`src/rtl/fp32_mant_sum_pipe.sv`:
```
// fp32_mant_sum_pipe: 3-stage signed adder tree for eight aligned FP32 mantissas, with special-case flags
module fp32_mant_sum_pipe #(
    parameter int NUM_INPUTS = 8,
    parameter int SUM_WIDTH  = 31
) (
    input  logic                        clk,
    input  logic                        rst,
    input  logic                        in_valid,
    output logic                        in_ready,
    input  logic [NUM_INPUTS-1:0]       signs,
    input  logic [7:0]                  max_exponent,
    input  logic [NUM_INPUTS*27-1:0]    aligned_mantissas_flat,
    input  logic [NUM_INPUTS-1:0]       is_infs,
    input  logic [NUM_INPUTS-1:0]       is_nans,
    output logic                        out_valid,
    input  logic                        out_ready,
    output logic                        sum_sign,
    output logic [29:0]                 sum_mag,
    output logic [7:0]                  sum_exponent,
    output logic                        res_is_nan,
    output logic                        res_is_inf,
    output logic                        res_inf_sign,
    output logic                        res_is_zero
);
    logic                 adv;
    logic                 s1_valid, s2_valid, s3_valid;
    logic [27:0]          op [NUM_INPUTS];
    logic [28:0]          s1_sum [NUM_INPUTS/2];
    logic [29:0]          s2_sum [NUM_INPUTS/4];
    logic [SUM_WIDTH-1:0] s3_sum;
    logic [7:0]           s1_exp, s2_exp, s3_exp;
    logic                 pos_inf, neg_inf, f_nan, f_inf, f_isg;
    logic                 s1_nan, s1_inf, s1_isg;
    logic                 s2_nan, s2_inf, s2_isg;
    logic                 s3_nan, s3_inf, s3_isg;
    logic [29:0]          s3_low, mag;

    assign adv      = !s3_valid || out_ready;
    assign in_ready = adv || rst;

    // Turn each magnitude into 28-bit two's complement according to its sign
    always_comb begin
        for (int k = 0; k < NUM_INPUTS; k++)
            op[k] = signs[k] ? -{1'b0, aligned_mantissas_flat[27*k +: 27]} : {1'b0, aligned_mantissas_flat[27*k +: 27]};
    end

    assign pos_inf = |(is_infs & ~signs);
    assign neg_inf = |(is_infs & signs);
    assign f_nan   = |is_nans || (pos_inf && neg_inf);
    assign f_inf   = !f_nan && |is_infs;
    assign f_isg   = f_inf && neg_inf;

    // Stage valid bits: shift together on advance, cleared by reset
    always_ff @(posedge clk) begin
        if (rst) begin
            s1_valid <= 1'b0;
            s2_valid <= 1'b0;
            s3_valid <= 1'b0;
        end else if (adv) begin
            s1_valid <= in_valid;
            s2_valid <= s1_valid;
            s3_valid <= s2_valid;
        end
    end

    // Adder tree and side-band data; all stages hold together when stalled
    always_ff @(posedge clk) begin
        if (adv) begin
            for (int k = 0; k < NUM_INPUTS/2; k++)
                s1_sum[k] <= {op[2*k][27], op[2*k]} + {op[2*k+1][27], op[2*k+1]};
            for (int k = 0; k < NUM_INPUTS/4; k++)
                s2_sum[k] <= {s1_sum[2*k][28], s1_sum[2*k]} + {s1_sum[2*k+1][28], s1_sum[2*k+1]};
            s3_sum <= {s2_sum[0][29], s2_sum[0]} + {s2_sum[1][29], s2_sum[1]};
            s1_exp <= max_exponent;
            s2_exp <= s1_exp;
            s3_exp <= s2_exp;
            {s1_nan, s1_inf, s1_isg} <= {f_nan, f_inf, f_isg};
            {s2_nan, s2_inf, s2_isg} <= {s1_nan, s1_inf, s1_isg};
            {s3_nan, s3_inf, s3_isg} <= {s2_nan, s2_inf, s2_isg};
        end
    end

    assign s3_low       = s3_sum[29:0];
    assign mag          = s3_sum[SUM_WIDTH-1] ? -s3_low : s3_low;
    assign out_valid    = s3_valid;
    assign sum_sign     = s3_valid && s3_sum[SUM_WIDTH-1];
    assign sum_mag      = s3_valid ? mag : '0;
    assign sum_exponent = s3_valid ? s3_exp : '0;
    assign res_is_nan   = s3_valid && s3_nan;
    assign res_is_inf   = s3_valid && s3_inf;
    assign res_inf_sign = s3_valid && s3_isg;
    assign res_is_zero  = s3_valid && (s3_sum == '0) && !s3_nan && !s3_inf;
endmodule
```
`config.mk`:
```
export PLATFORM = sky130hd
export DESIGN_NAME = fp32_mant_sum_pipe
export DESIGN_NICKNAME = d
export VERILOG_FILES = /design/src/rtl/fp32_mant_sum_pipe.sv
export SDC_FILE = /design/constraint.sdc
export NUM_CORES = 1
export LEC_CHECK = 0
export CAP_MARGIN = 20
export CORE_ASPECT_RATIO = 1.25
export CORE_MARGIN = 5
export CORE_UTILIZATION = 50
export CTS_BUF_LIST = sky130_fd_sc_hd__clkbuf_4
export DETAILED_ROUTE_END_ITERATION = 12
export MAX_ROUTING_LAYER = met4
export PLACE_DENSITY = 0.78
export SLEW_MARGIN = 20
export SYNTH_ARGS = -nofsm -noshare
export SYNTH_HDL_FRONTEND = slang
export SYNTH_SLANG_ARGS = --single-unit
```
`constraint.sdc`:
```
create_clock -name clk -period 10.9 [get_ports clk]
set_input_delay 1.635 -clock clk [delete_from_list [all_inputs] [get_ports clk]]
set_output_delay 1.635 -clock clk [all_outputs]
set_load 0.05 [all_outputs]
```
Word-level counts from Yosys, hierarchy flattened
Memories as Yosys holds them, arrays and structs flattened.
Index checks and enable logic that the tools add are counted.
{"block": "totals", "ram_bits": 176, "wordCells": 72, "input_bits": 252, "output_inout_bits": 45, "mem_count": 2, "regBits": 67}
{"memory": "s1_sum", "words": 4, "width": 29, "rd": 4, "rd_ports_with_merged_regs": 0, "write_ports": 4, "line_no": "28", "rtl": "logic [28:0] s1_sum [NUM_INPUTS/2];"}
{"memory": "s2_sum", "words": 2, "width": 30, "rd": 2, "rd_ports_with_merged_regs": 0, "write_ports": 2, "line_no": "29", "rtl": "logic [29:0] s2_sum [NUM_INPUTS/4];"}
{"block": "classes", "n_reduce_logical": 22, "bitwise_logic": 3, "add_sub_neg": 16, "muxes": 13}
{"operator": "$mux W28", "n": 8}
{"operator": "$neg A27 Y28", "n": 8}
{"operator": "$add A28 B28 Y29", "n": 4}
{"operator": "$add A29 B29 Y30", "n": 2}
{"operator": "$mux W30", "n": 2}
{"operator": "$reduce_or A8 Y1", "n": 4}
{"operator": "$add A30 B30 Y31", "n": 1}
{"operator": "$logic_not A31 Y1", "n": 1}
{"operator": "$neg A30 Y30", "n": 1}
{"operator": "$and A8 B8 Y8", "n": 2}
{"operator": "$logic_and A1 B1 Y1", "n": 10}
{"operator": "$mux W8", "n": 1}
{"operator": "$not A8 Y8", "n": 1}
{"operator": "$logic_not A1 Y1", "n": 4}
{"operator": "$logic_or A1 B1 Y1", "n": 3}
{"operator": "$mux W1", "n": 2}

Longest topological paths before layout
{"block": "logic_depth", "ltp_word": 8, "depth_mapped": 20, "ltp_nobuf": 20}

Least setup slack after synthesis
OpenSTA, ideal clock, no wires.
{"block": "synth_path", "kind": "input-to-output", "startpoint": "input port out_ready", "endpoint": "output port in_ready", "cell_stages": 3, "required_ns": 9.265, "n_path_buf": 1, "setup_slack_ns": -0.129, "t_arrival_ns": 9.394, "path_cell_list": "nand2b_1 > clkbuf_1 > or2_2"}
{"block": "synth_between", "elab_chain_cells": 2}
{"item": "start, declared", "line_no": "16", "rtl": "input logic out_ready,"}
{"item": "$logic_or A1 B1 Y1", "line_no": "38", "rtl": "assign adv = !s3_valid || out_ready;"}
{"item": "net adv", "line_no": "25", "rtl": "logic adv;"}
{"item": "$logic_or A1 B1 Y1", "line_no": "39", "rtl": "assign in_ready = adv || rst;"}
{"item": "end, declared", "line_no": "9", "rtl": "output logic in_ready,"}
The timed path passes the listed nets, and every way through them passes these cells.

Worst setup path after layout
{"block": "layout_path", "startpoint": "register s3_sum[4]", "endpoint": "output port sum_mag[28]"}
{"block": "layout_between", "elab_chain_cells": 3}
{"item": "start, declared", "line_no": "30", "rtl": "logic [SUM_WIDTH-1:0] s3_sum;"}
{"item": "start signal, assigned", "line_no": "73", "rtl": "s3_sum <= {s2_sum[0][29], s2_sum[0]} + {s2_sum[1][29], s2_sum[1]};"}
{"item": "$neg A30 Y30", "line_no": "84", "rtl": "assign mag = s3_sum[SUM_WIDTH-1] ? -s3_low : s3_low;"}
{"item": "$mux W30", "line_no": "84"}
{"item": "$mux W30", "line_no": "87", "rtl": "assign sum_mag = s3_valid ? mag : '0;"}
{"item": "end, declared", "line_no": "18", "rtl": "output logic [29:0] sum_mag,"}
No other way between the ends.

==> results.ini <==
[die]
die_x_um = 198
ios = 297
die_h_um = 245
coreArea_um2 = 43800
initial_core_util_pct = 50.3
rows = 86
dieArea_um2 = 48400

[sta]
setup_viol = 0
fin_crit_sh_pct = 57.5
maxSlewHeadroom_pct = 33.2
max_slew.worst_pin.slew_ps = 999
drv_slew = 0
skew_ps = 44.9
period_minus_slack_ps = 6270
setup_slack_ps = 4630
finalSetupTns_ps = 0
hold_viol_final = 0
fmax_mhz = 159
hold_ws_ps = 415
grt_setup_unrepaired = false

[power]
power.density_nw_per_um2 = 234
p_leak_nw = 10.3
vdd.ir_drop.worst_uv = 119

[synthesis]
synth_area_leader_cell = edfxtp_1
synth_top_family_by_area = compound AO/OA/AOI/OAI gates
synth_top_flop_cell = edfxtp_1
synth.avg_cell_area_um2 = 9.34
ys_types = 64
synth_area_um2 = 22000
ys_seq_area_share_pct = 33.0
synthMuxAreaShare_pct = 0.136
synth-async-reset-ratio_pct = 0
synthXorXnorAreaFrac_pct = 15.8
synth_compound_area_share_pct = 20.7
synthAdderAreaFrac_pct = 12.5
synthSimpleGateAreaFrac_pct = 15.3
synthesis.yosys.warnings = 0
synth_top_area_share_pct = 32.7
synthCells = 2358
synth_fp_nets = 2826
synthTopCellsByArea = edfxtp_1, xnor2_1, ha_1, o21ai_0, a21oi_1
synth_common_cells = xnor2_1, edfxtp_1, ha_1
ys_ff_latch = 243
synth_edf_count = 240
synth.most_common_cell = xnor2_1

[detailed_routing]
drt_iter0_drc = 1254
dr.pass1.iters = 5
dr_wl_met2_um = 27600
wl_met1_um = 24100
top_layer_used = met4
ant_nets = 0
wl_um = 55300
drc_errors = 0
wl_met3_um = 2300
vias = 18857
wire_per_inst_um = 16.8
vias_per_cell = 5.73

[placement]
place_congestion = 0.915
dp_hpwl_um = 45800
port_buffers = 296
pre_cts_ws_ps = 4470

[final_layout]
nets = 3139
n_fill_cell = 3767
syn_to_final_growth_pct = 19.5
drive_gt1_share_pct = 5.15

[clocking]
cts_buffer_depth = 3
numCtsBuffers = 59
h-tree-depth = 2
cts_hold_buf = 0
clk_pin_slew_ps = 70
cts_resized = 0
cts_sinks = 243
post_cts_buffers = 0
clk_latency_ps = 720
cts_root_buf = clkbuf_4
cts_tree = done

[grt]
grt_pass1_vias = 18835
grt_usage_pct = 22.6
grt-ovfl-total = 0
grt_max_degree = 68
antenna_found_initial = 2
grt_pass1_wl_um = 89200

[critical_path]
end_kind = primary output
critical_path_class = register to primary output
worstPathArrival_ps = 4640
worst-path-max-fanout = 5
start_kind = register
path_cells = or4_4 > or3_4 > nand2b_4 > or3_4 > nand2b_4 > or4_4 > o41ai_2 > xnor2_1 > and2_1 > clkdlybuf4s50_1
slowest_delay_ps = 800
required_ps = 9270
slowest_stage = clkdlybuf4s50_1

[flow_run]
maxCapViolCount = 0

[worst_hold_path]
min_path_type = register to register

[run_status]
outcome = finished, final reports clean

-- cell families (layout without fill, tap and decap cells) --
logic type / after synthesis / count (layout)
flops: 243 / 243
buf+inv: 145 / 505
xor+xnor: 398 / 398
simple gates: 651 / 651
other cells: 0 / 1
mux: 3 / 3
compound gates: 702 / 702
fa+ha+maj: 216 / 216
-- metrics by stage --
stage / util (%) / area (µm²) / instances / total power, W
2_1_floorplan: - / 22000 / 2358 / 0.00445
4_1_cts: 60.1 / 26300 / 3290 / 0.00617
6_report: 60.1 / 26300 / 3291 / 0.00616
3_5_place_dp: 58.3 / 25500 / 3182 / 0.00540
5_1_grt: 60.1 / 26300 / 3291 / 0.00663
3_3_place_gp: 58.3 / 25500 / 3182 / 0.00530
-- power by group --
group	internal (W)	total [W]	switching [W]
sequential	0.00166	0.00193	0.000275
combinational	0.00156	0.00348	0.00192
clock	0.000385	0.000743	0.000359
-- worst max-delay path, delay by kind of cell, from the launching register on --
family,cells,cell delay (ps)
buffers and inverters,1,800
and+or+nand+nor,7,2220
AOI/OAI and AO/OA,1,320
DFF,1,440
xor gates and xnor gates,1,150
-- layout make-up --
type	count	area, µm²	area share [%]
tap	572	716	2.72
sequential	243	7270	27.6
clock buffer	78	586	2.23
timing repair buffer	302	2990	11.4
clock inverter	30	178	0.676
inverter	95	357	1.36
multi-input combinational	1970	14200	54.0
antenna	1	2.50	0.00951
-- flip-flops by register name (all words and copies together) (netlist names) --
name,count
s3_inf,1
s1_nan,1
out_valid,1
s3_nan,1
s2_sum,60
s3_exp,8
s1_exp,8
s2_nan,1
s1_inf,1
s1_sum,116
s2_inf,1
s2_isg,1
s2_exp,8
s3_sum,31
s1_isg,1
s1_valid,1
s3_isg,1
s2_valid,1
-- metal layers --
| layer | track usage (%) | vias up |
|---|---|---|
| met5 | - | - |
| met4 | 6.24 | 0 |
| met3 | 2.22 | 85 |
| met2 | 39.4 | 501 |
| met1 | 27.8 | 8798 |
| li1 | - | 9473 |
-- final timing paths --
| check | depth (start not counted) | slack (ps) | startpoint | to |
|---|---|---|---|---|
| max reg2reg | 12 | 6810 | s2_sum[0][30] | s3_sum[30] |
| min reg2reg | 0 | 410 | s2_exp[1] | s3_exp[1] |
| min | 0 | 410 | s2_exp[1] | s3_exp[1] |
| max | 10 | 4630 | s3_sum[4] | sum_mag[28] |
-- layout by cell type, fill, tap and decap left out, types with 12 or more instances in the layout --
cell type        synthesis  layout
xnor2_1                333     333
clkdlybuf4s50_1          0     293
edfxtp_1               240     240
ha_1                   209     209
nand2_1                179     179
o21ai_0                165     165
a21oi_1                163     163
nor2_1                 104     104
a21o_1                  97      97
inv_1                   95      95
clkbuf_4                 0      78
xor2_1                  65      65
o31ai_1                 64      64
and2_1                  53      53
nand3_1                 49      49
o41ai_1                 39      39
nand2b_1                38      37
or4_1                   33      33
nor2b_1                 33      33
nor3_1                  29      29
or3_1                   27      27
or2_2                   26      26
nor4_1                  25      25
a31oi_1                 24      24
o21a_1                  23      23
o21bai_1                21      21
clkinv_1                 0      20
and3_1                  19      19
nand4_1                 18      18
a211oi_1                15      15
o211ai_1                13      13
o31a_1                  12      12
No activity file was read; power rests on OpenSTA's default activity.
